[config.mk]
export PLATFORM = sky130hd
export DESIGN_NAME = hazard_redirect_unit
export DESIGN_NICKNAME = d
export VERILOG_FILES = /design/src/rtl/hazard_pkg.sv /design/src/rtl/hazard_perf_cnt.sv /design/src/rtl/hazard_redirect_unit_chk.sv /design/src/rtl/hazard_redirect_unit.sv
export SDC_FILE = /design/constraint.sdc
export NUM_CORES = 1
export LEC_CHECK = 0
export CAP_MARGIN = 20
export CORE_MARGIN = 4
export CORE_UTILIZATION = 31
export DETAILED_ROUTE_END_ITERATION = 6
export GPL_ROUTABILITY_DRIVEN = 0
export PLACE_DENSITY = 0.8
export SKIP_CTS_REPAIR_TIMING = 1
export SLEW_MARGIN = 5
export SYNTH_ARGS = -nofsm -noshare
export SYNTH_HDL_FRONTEND = slang
export SYNTH_SLANG_ARGS = --single-unit
[constraint.sdc]
create_clock -name clk -period 2.3 [get_ports clk]
set_input_delay 0.46 -clock clk [delete_from_list [all_inputs] [get_ports clk]]
set_output_delay 0.46 -clock clk [all_outputs]
set_load 0.01 [all_outputs]
[src/rtl/hazard_pkg.sv]
// Shared types and constants for the hazard/redirect control slice.
package hazard_pkg;

  typedef enum logic [1:0] {
    RUN   = 2'd0,
    REDIR = 2'd1,
    FLUSH = 2'd2
  } state_t;

  localparam logic [4:0]  REG_ZERO    = 5'd0;
  localparam logic [31:0] NO_REDIRECT = 32'h0000_0000;
  localparam logic [31:0] RESET_PC    = 32'h0040_0000;

  // True when an ID source operand really reads the register EX is about to write.
  function automatic logic src_match(input logic uses, input logic [4:0] src, input logic [4:0] rd);
    return uses & (src == rd);
  endfunction

endpackage

[src/rtl/hazard_perf_cnt.sv]
// Stall / redirect performance counters, both free-running 32-bit wrap counters.
// Only present when HAZARD_PERF_EN is defined.
`ifdef HAZARD_PERF_EN
module hazard_perf_cnt
  import hazard_pkg::*;
(
  input  logic        clk,
  input  logic        reset,
  input  logic        stall_inc,
  input  logic        flush_inc,
  output logic [31:0] stall_count,
  output logic [31:0] flush_count
);

  logic [31:0] stall_count_r;
  logic [31:0] flush_count_r;

  // Counter registers; wrap naturally at 2^32.
  always_ff @(posedge clk) begin
    if (reset) begin
      stall_count_r <= 32'd0;
      flush_count_r <= 32'd0;
    end else begin
      if (stall_inc) begin
        stall_count_r <= stall_count_r + 32'd1;
      end else begin
        stall_count_r <= stall_count_r;
      end
      if (flush_inc) begin
        flush_count_r <= flush_count_r + 32'd1;
      end else begin
        flush_count_r <= flush_count_r;
      end
    end
  end

  assign stall_count = stall_count_r;
  assign flush_count = flush_count_r;

endmodule
`endif

[src/rtl/hazard_redirect_unit_chk.sv]
// Protocol checker for hazard_redirect_unit: illegal EX-stage combinations.
module hazard_redirect_unit_chk #(
  parameter int XLEN = 32
) (
  input  logic            clk,
  input  logic            reset,
  input  logic            load_use,
  input  logic            ex_branch_taken,
  input  logic            take,
  input  logic [XLEN-1:0] ex_branch_target
);

  // A load is never a branch, so a load-use hazard cannot coincide with a taken branch.
  a_load_not_branch : assert property (@(posedge clk) disable iff (reset)
    !(load_use && ex_branch_taken));

  // Target 0 is reserved to mean "no redirect" and must never be taken.
  a_target_nonzero : assert property (@(posedge clk) disable iff (reset)
    take |-> (ex_branch_target != {XLEN{1'b0}}));

endmodule

[src/rtl/hazard_redirect_unit.sv]
// Fetch-redirect and hazard control: load-use / memory-busy stalls, branch redirect pulse, flush.
// Optional perf counters are built when HAZARD_PERF_EN is defined.
module hazard_redirect_unit
  import hazard_pkg::*;
#(
  parameter int FLUSH_CYCLES = 1,
  parameter int SQUASH_DEPTH = 2,
  parameter int XLEN         = 32
) (
  input  logic            clk,
  input  logic            reset,
  input  logic [4:0]      id_rs1,
  input  logic [4:0]      id_rs2,
  input  logic            id_uses_rs1,
  input  logic            id_uses_rs2,
  input  logic            ex_valid,
  input  logic [4:0]      ex_rd,
  input  logic            ex_mem_read,
  input  logic            ex_branch_taken,
  input  logic [XLEN-1:0] ex_branch_target,
  input  logic            mem_busy,
  output logic [XLEN-1:0] branch_PC,
  output logic            stall,
  output logic            flush,
  output logic            id_ex_bubble,
  output logic [31:0]     stall_count,
  output logic [31:0]     flush_count
);

  localparam int FC_W = (FLUSH_CYCLES > 1) ? $clog2(FLUSH_CYCLES) : 1;
  localparam int SQ_W = (SQUASH_DEPTH > 0) ? $clog2(SQUASH_DEPTH + 1) : 1;
  localparam logic [FC_W-1:0] FC_LOAD = FC_W'(FLUSH_CYCLES - 1);
  localparam logic [SQ_W-1:0] SQ_LOAD = SQ_W'(SQUASH_DEPTH);
  localparam logic [XLEN-1:0] PC_NONE = XLEN'(NO_REDIRECT);

  logic            load_use_s;
  logic            stall_s;
  logic            take_s;
  state_t          state_r, state_n_s;
  logic [XLEN-1:0] branch_pc_r, branch_pc_n_s;
  logic            flush_r, flush_n_s;
  logic [FC_W-1:0] flush_cnt_r, flush_cnt_n_s;
  logic [SQ_W-1:0] squash_cnt_r, squash_cnt_n_s;

  // Hazard detection and redirect qualification.
  always_comb begin
    load_use_s = ex_valid & ex_mem_read & (ex_rd != REG_ZERO) &
                 (src_match(id_uses_rs1, id_rs1, ex_rd) | src_match(id_uses_rs2, id_rs2, ex_rd));
    stall_s    = mem_busy | load_use_s;
    // A frozen pipeline must not redirect; the branch is re-seen once the stall clears.
    take_s     = (state_r == RUN) & ex_valid & ex_branch_taken & ~stall_s &
                 (squash_cnt_r == {SQ_W{1'b0}});
  end

  assign stall        = stall_s;
  assign id_ex_bubble = load_use_s & ~mem_busy;

  // Redirect FSM next-state and next registered outputs.
  always_comb begin
    state_n_s     = state_r;
    branch_pc_n_s = PC_NONE;
    flush_n_s     = 1'b0;
    flush_cnt_n_s = flush_cnt_r;
    case (state_r)
      RUN: begin
        if (take_s) begin
          state_n_s     = REDIR;
          branch_pc_n_s = ex_branch_target;
          flush_n_s     = 1'b1;
          flush_cnt_n_s = FC_LOAD;
        end else begin
          state_n_s     = RUN;
        end
      end
      REDIR: begin
        if (flush_cnt_r != {FC_W{1'b0}}) begin
          state_n_s     = FLUSH;
          flush_n_s     = 1'b1;
          flush_cnt_n_s = flush_cnt_r - {{(FC_W-1){1'b0}}, 1'b1};
        end else begin
          state_n_s     = RUN;
        end
      end
      FLUSH: begin
        if (flush_cnt_r != {FC_W{1'b0}}) begin
          state_n_s     = FLUSH;
          flush_n_s     = 1'b1;
          flush_cnt_n_s = flush_cnt_r - {{(FC_W-1){1'b0}}, 1'b1};
        end else begin
          state_n_s     = RUN;
        end
      end
      default: begin
        state_n_s     = RUN;
        flush_cnt_n_s = {FC_W{1'b0}};
      end
    endcase
  end

  // Wrong-path window: ignores branches for SQUASH_DEPTH advancing cycles after a redirect.
  always_comb begin
    if (take_s) begin
      squash_cnt_n_s = SQ_LOAD;
    end else if ((squash_cnt_r != {SQ_W{1'b0}}) && !stall_s) begin
      squash_cnt_n_s = squash_cnt_r - {{(SQ_W-1){1'b0}}, 1'b1};
    end else begin
      squash_cnt_n_s = squash_cnt_r;
    end
  end

  // State and output registers; reset drops any pending redirect.
  always_ff @(posedge clk) begin
    if (reset) begin
      state_r      <= RUN;
      branch_pc_r  <= PC_NONE;
      flush_r      <= 1'b0;
      flush_cnt_r  <= {FC_W{1'b0}};
      squash_cnt_r <= {SQ_W{1'b0}};
    end else begin
      state_r      <= state_n_s;
      branch_pc_r  <= branch_pc_n_s;
      flush_r      <= flush_n_s;
      flush_cnt_r  <= flush_cnt_n_s;
      squash_cnt_r <= squash_cnt_n_s;
    end
  end

  assign branch_PC = branch_pc_r;
  assign flush     = flush_r;

`ifdef HAZARD_PERF_EN
  hazard_perf_cnt u_perf (
    .clk         (clk),
    .reset       (reset),
    .stall_inc   (stall_s),
    .flush_inc   (take_s),
    .stall_count (stall_count),
    .flush_count (flush_count)
  );
`else
  assign stall_count = 32'd0;
  assign flush_count = 32'd0;
`endif

  hazard_redirect_unit_chk #(.XLEN(XLEN)) u_chk (
    .clk              (clk),
    .reset            (reset),
    .load_use         (load_use_s),
    .ex_branch_taken  (ex_branch_taken),
    .take             (take_s),
    .ex_branch_target (ex_branch_target)
  );

endmodule
* After elaboration in Yosys (flattened, before gate mapping) *
Index checks and enable logic that the tools add are counted.

word-level totals
  flip-flop bits (word level) = 38
  latch bits = 0
  bits in writable memories = 0
  ROM bits = 0
  input port bits = 55
  output and inout bits = 99
  word-level logic and storage cells = 50
  memories kept = 0

cells by class
  add/sub/neg operators = 2
  multipliers = 0
  divide/modulo/power cells = 0
  $lt $le $gt $ge = 0
  eq/ne operators = 5
  shifts and indexed selects = 0
  muxes and demuxes = 11
  bitwise logic cells = 16
  reductions and logical operators = 10

operators with widths
  operator                                                                count
  1-bit bitwise AND                                                       10
  5-bit equality test                                                     2
  2-bit two-way mux                                                       3
  1-bit two-way mux                                                       5
  5-bit nonzero test                                                      1
  2-bit logical NOT                                                       2
  1-bit inverter                                                          4
  1-bit one-hot mux with 2 select lines                                   2
  2-bit one-hot mux with 2 select lines                                   1
  2-bit nonzero test                                                      2
  2-bit OR reduction                                                      2
  3-bit OR reduction                                                      1
  2-bit by 1-bit equality test with 1-bit output (second input constant)  1
  2-bit equality test (second input constant)                             1
  2-bit != test (second input constant)                                   1
  1-bit OR                                                                2
  2-bit by 1-bit subtractor with 2-bit output (second input constant)     1
  1-bit logical AND                                                       1
  1-bit logical NOT                                                       1
  1-bit subtractor (second input constant)                                1

* Depth between registers and ports, before layout *
  depth in word-level cells = 10
  depth in mapped cells = 6
  gate-level depth less buffers = 5

* Worst setup path before layout *
Ideal clock, no wire load.

  path kind = input port to flip-flop
  start point = input ex_rd[0]
  end point = register branch_pc_r[0] (netlist: branch_PC[0])
  setup time = 0.057 ns
  arrival time = 1.944 ns
  slack = 0.299 ns
  stages on the path = 5
  path buffers = 1
  path through = or3_1 o311a_4 a2111oi_4 buf_6 and2_2

on the way
  cells in the longest elaborated chain, start to end = 10
  elaborated cells on any way between the ends = 14
  classes of those cells = eq/ne: 2; bitwise: 10; reduce/logical: 2

RTL lines
  what                                   RTL line                     RTL
  start, declared                        hazard_redirect_unit.sv:17   input logic [4:0] ex_rd,
  5-bit equality test                    hazard_pkg.sv:16             return uses & (src == rd);
  1-bit bitwise AND                      hazard_pkg.sv:16
  1-bit OR                               hazard_redirect_unit.sv:48   (src_match(id_uses_rs1, id_rs1, ex_rd) | src_match(id_uses_rs2, id_rs2, ex_rd));
  1-bit bitwise AND *                    hazard_redirect_unit.sv:47   load_use_s = ex_valid & ex_mem_read & (ex_rd != REG_ZERO) &
  1-bit OR *                             hazard_redirect_unit.sv:49   stall_s = mem_busy | load_use_s;
  1-bit inverter *                       hazard_redirect_unit.sv:51   take_s = (state_r == RUN) & ex_valid & ex_branch_taken & ~stall_s &
  1-bit bitwise AND * (2 in series)      hazard_redirect_unit.sv:51
  1-bit inverter (no source line) *      --
  3-bit OR reduction (no source line) *  --
  end signal, assigned                   hazard_redirect_unit.sv:121  branch_pc_r <= branch_pc_n_s;
  end, declared                          hazard_redirect_unit.sv:40   logic [XLEN-1:0] branch_pc_r, branch_pc_n_s;

Mark *: on every way between the ends. The rest lies on a longest branch, timed or not.
A chain may end at the register's enable or synchronous reset.

* Worst setup path in the final report *
  start point = input ex_rd[0]
  end point = output stall

on the way
  cells in the longest elaborated chain, start to end = 5
  elaborated cells on any way between the ends = 9
  classes of those cells = eq/ne: 2; bitwise: 6; reduce/logical: 1

RTL lines
  what                 RTL line                    RTL
  5-bit equality test  hazard_pkg.sv:16
  1-bit bitwise AND    hazard_pkg.sv:16
  1-bit OR             hazard_redirect_unit.sv:48
  1-bit bitwise AND *  hazard_redirect_unit.sv:47
  1-bit OR *           hazard_redirect_unit.sv:49
  end, declared        hazard_redirect_unit.sv:23  output logic stall,

Marked as above.

==> flow_summary_export.csv <==
group,metric,value,unit
die,initial_utilization,0.325,
synthesis,synthDistinctLibCells,23,
clocking,cts-root-buf,"clkbuf_8",
layout,layout_common_cells,"clkdlybuf4s50_1, conb_1, dfxtp_1",
synthesis,synth_flop_cell,"dfxtp_1",
clocking,path_clk_slew,0.07,ns
outcome,outcome,"completed",
grt,grt-ovfl-total,0,
timing,slew_viol_final,0,
synthesis,yosysTopAreaCellShare,0.414,
die,coreArea,5200,um2
synthesis,yosysWarnings,0,
drt,drc,0,
timing,holdWs,0.522,ns
die,ios,154,
clocking,htreeDepth,2,
clocking,tritoncts,"built",
synthesis,synthCells,167,
grt,grt_pass1_vias,1142,
grt,grt.total_usage,0.113,
layout,layout_commonest_cell,"clkdlybuf4s50_1",
drt,wire_per_inst,12.0,um
timing,fmax,450,MHz
die,row_count,26,
drt,ant_nets,0,
pwr,p_leak,0.00122,uW
layout,drive_gt1_frac,0.134,
timing,hold_viol_final,0,
layout,finalNetCount,323,
die,chipHeight,81.9,um
die,die_width,81.9,um
clocking,clock_latency,0.29,ns
grt,antenna_found_initial,0,
drt,drt_iter0_markers,10,
layout,diodes,0,
critical_path,path_max_fanout,3,
drt,vias,1233,
critical_path,crit_path_end_kind,"output pin",
die,dieArea,6710,um2
clocking,cts_made_buffers,5,
grt,grt_pass1_wl,5390,um
timing,fin_skew,0.00299,ns
clocking,clock_path_buffers,2,
flow_run,cap_viol_max_count,0,
timing,period_minus_slack,2.22,ns
synthesis,synth_seq_area_share,0.414,
timing,period_share,0.966,
critical_path,crit_arrival,1.76,ns
timing,rsz0062_at_grt,"no",
pwr,powerDensity,510,nW/um2
worst_hold_path,holdCritPathClass,"reg -> reg",
critical_path,critPathKind,"in -> out",
synthesis,syn-mean-instance-area,10.1,um2
critical_path,required,1.84,ns
drt,first_pass_iters,6,
synthesis,synth-edff-count,0,
pwr,vdd_drop_max,442,uV
drt,wirelength,4070,um
synthesis,synthTopCellsByArea,"dfxtp_1, buf_4, and2_1, and2_2, xnor2_1",
placed_design,numPortBuffers,89,
synthesis,async_flop_share,0,
layout,areaGrowthSynthToFinish,54.0,%
clocking,cts.sinks,35,
placed_design,dp_hpwl,3390,um
synthesis,ys_ff_latch,35,
synthesis,syn_area,1690,um2
grt,grt_max_degree,34,
synthesis,synth_top_area_cell,"dfxtp_1",
pwr,finalPower,1330,uW
timing,finalSetupViolations,0,
critical_path,start_kind,"primary input",
drt,via_per_inst,3.65,
## synthesized netlist by cell type (2+ instances only)
library cell	instances
and2_2	12
xnor2_1	10
inv_1	4
nand2_1	3
buf_6	3
buf_4	64
dfxtp_1	35
and2_1	20
nand4_1	2
## final timing paths
check | from | endpoint | slack, ns | cells after the start
worst max-delay path | ex_rd[0] | stall | 0.08 | 6
worst min-delay path | squash_cnt_r[1]$_SDFFE_PP0P_ | squash_cnt_r[1]$_SDFFE_PP0P_ | 0.52 | 2
worst max register to register | squash_cnt_r[0]$_SDFFE_PP0P_ | branch_PC[25]$_SDFF_PP0_ | 0.65 | 6
worst min register to register | squash_cnt_r[1]$_SDFFE_PP0P_ | squash_cnt_r[1]$_SDFFE_PP0P_ | 0.52 | 2
## stage by stage
stage	utilization	TNS [ns]	area, um2	setup WS, ns	instances
after detailed placement	0.474	-13.69	2470	-0.606	330
after CTS	0.491	-3.15	2550	-0.623	338
final	0.501	0	2610	0.0781	338
after global routing	0.501	0	2610	0.00494	338
after floorplan	-	0	1930	0.299	230
after global placement	0.474	-13.50	2470	-0.622	330
## logic make-up after synthesis
logic type | count (synthesis) | synth area share
buf+inv | 71 | 0.313
fa+ha+maj | 1 | 0.00739
flops | 35 | 0.414
simple gates | 42 | 0.159
other cells | 1 | 0.00222
xor+xnor | 10 | 0.0517
compound gates | 7 | 0.0532
## critical path, stage by stage
cell            delay (ns)
dlymetal6s2s_1        0.17
or3_4                 0.41
o311a_4               0.32
a21oi_2               0.17
inv_1                 0.06
dlymetal6s2s_1        0.17
## where the power goes
group	total (uW)	switching, uW	internal (uW)
Clock	437	226	210
Sequential	629	5.60	623
Combinational	264	118	146
Total	1330	350	979
## final cells by class
class                      count  area [um2]
clock inverter                 3        20.0
sequential                    35         701
multi-input combinational    124         722
tap                           70        87.6
clock buffer                   5        68.8
timing repair buffer          97         993
fill                         477        2600
inverter                       4        15.0
## sequential cells by signal (all words and copies together) (netlist names)
name          cells
state_r           1
branch_PC        32
squash_cnt_r      2
## layer usage
metal / global-route usage / wire (um)
met5: 0 / 0
met1: 0.0963 / 1240
met2: 0.184 / 1870
met4: 0.0598 / 69
met3: 0.0943 / 889
No activity file was read; power rests on OpenSTA's default activity.
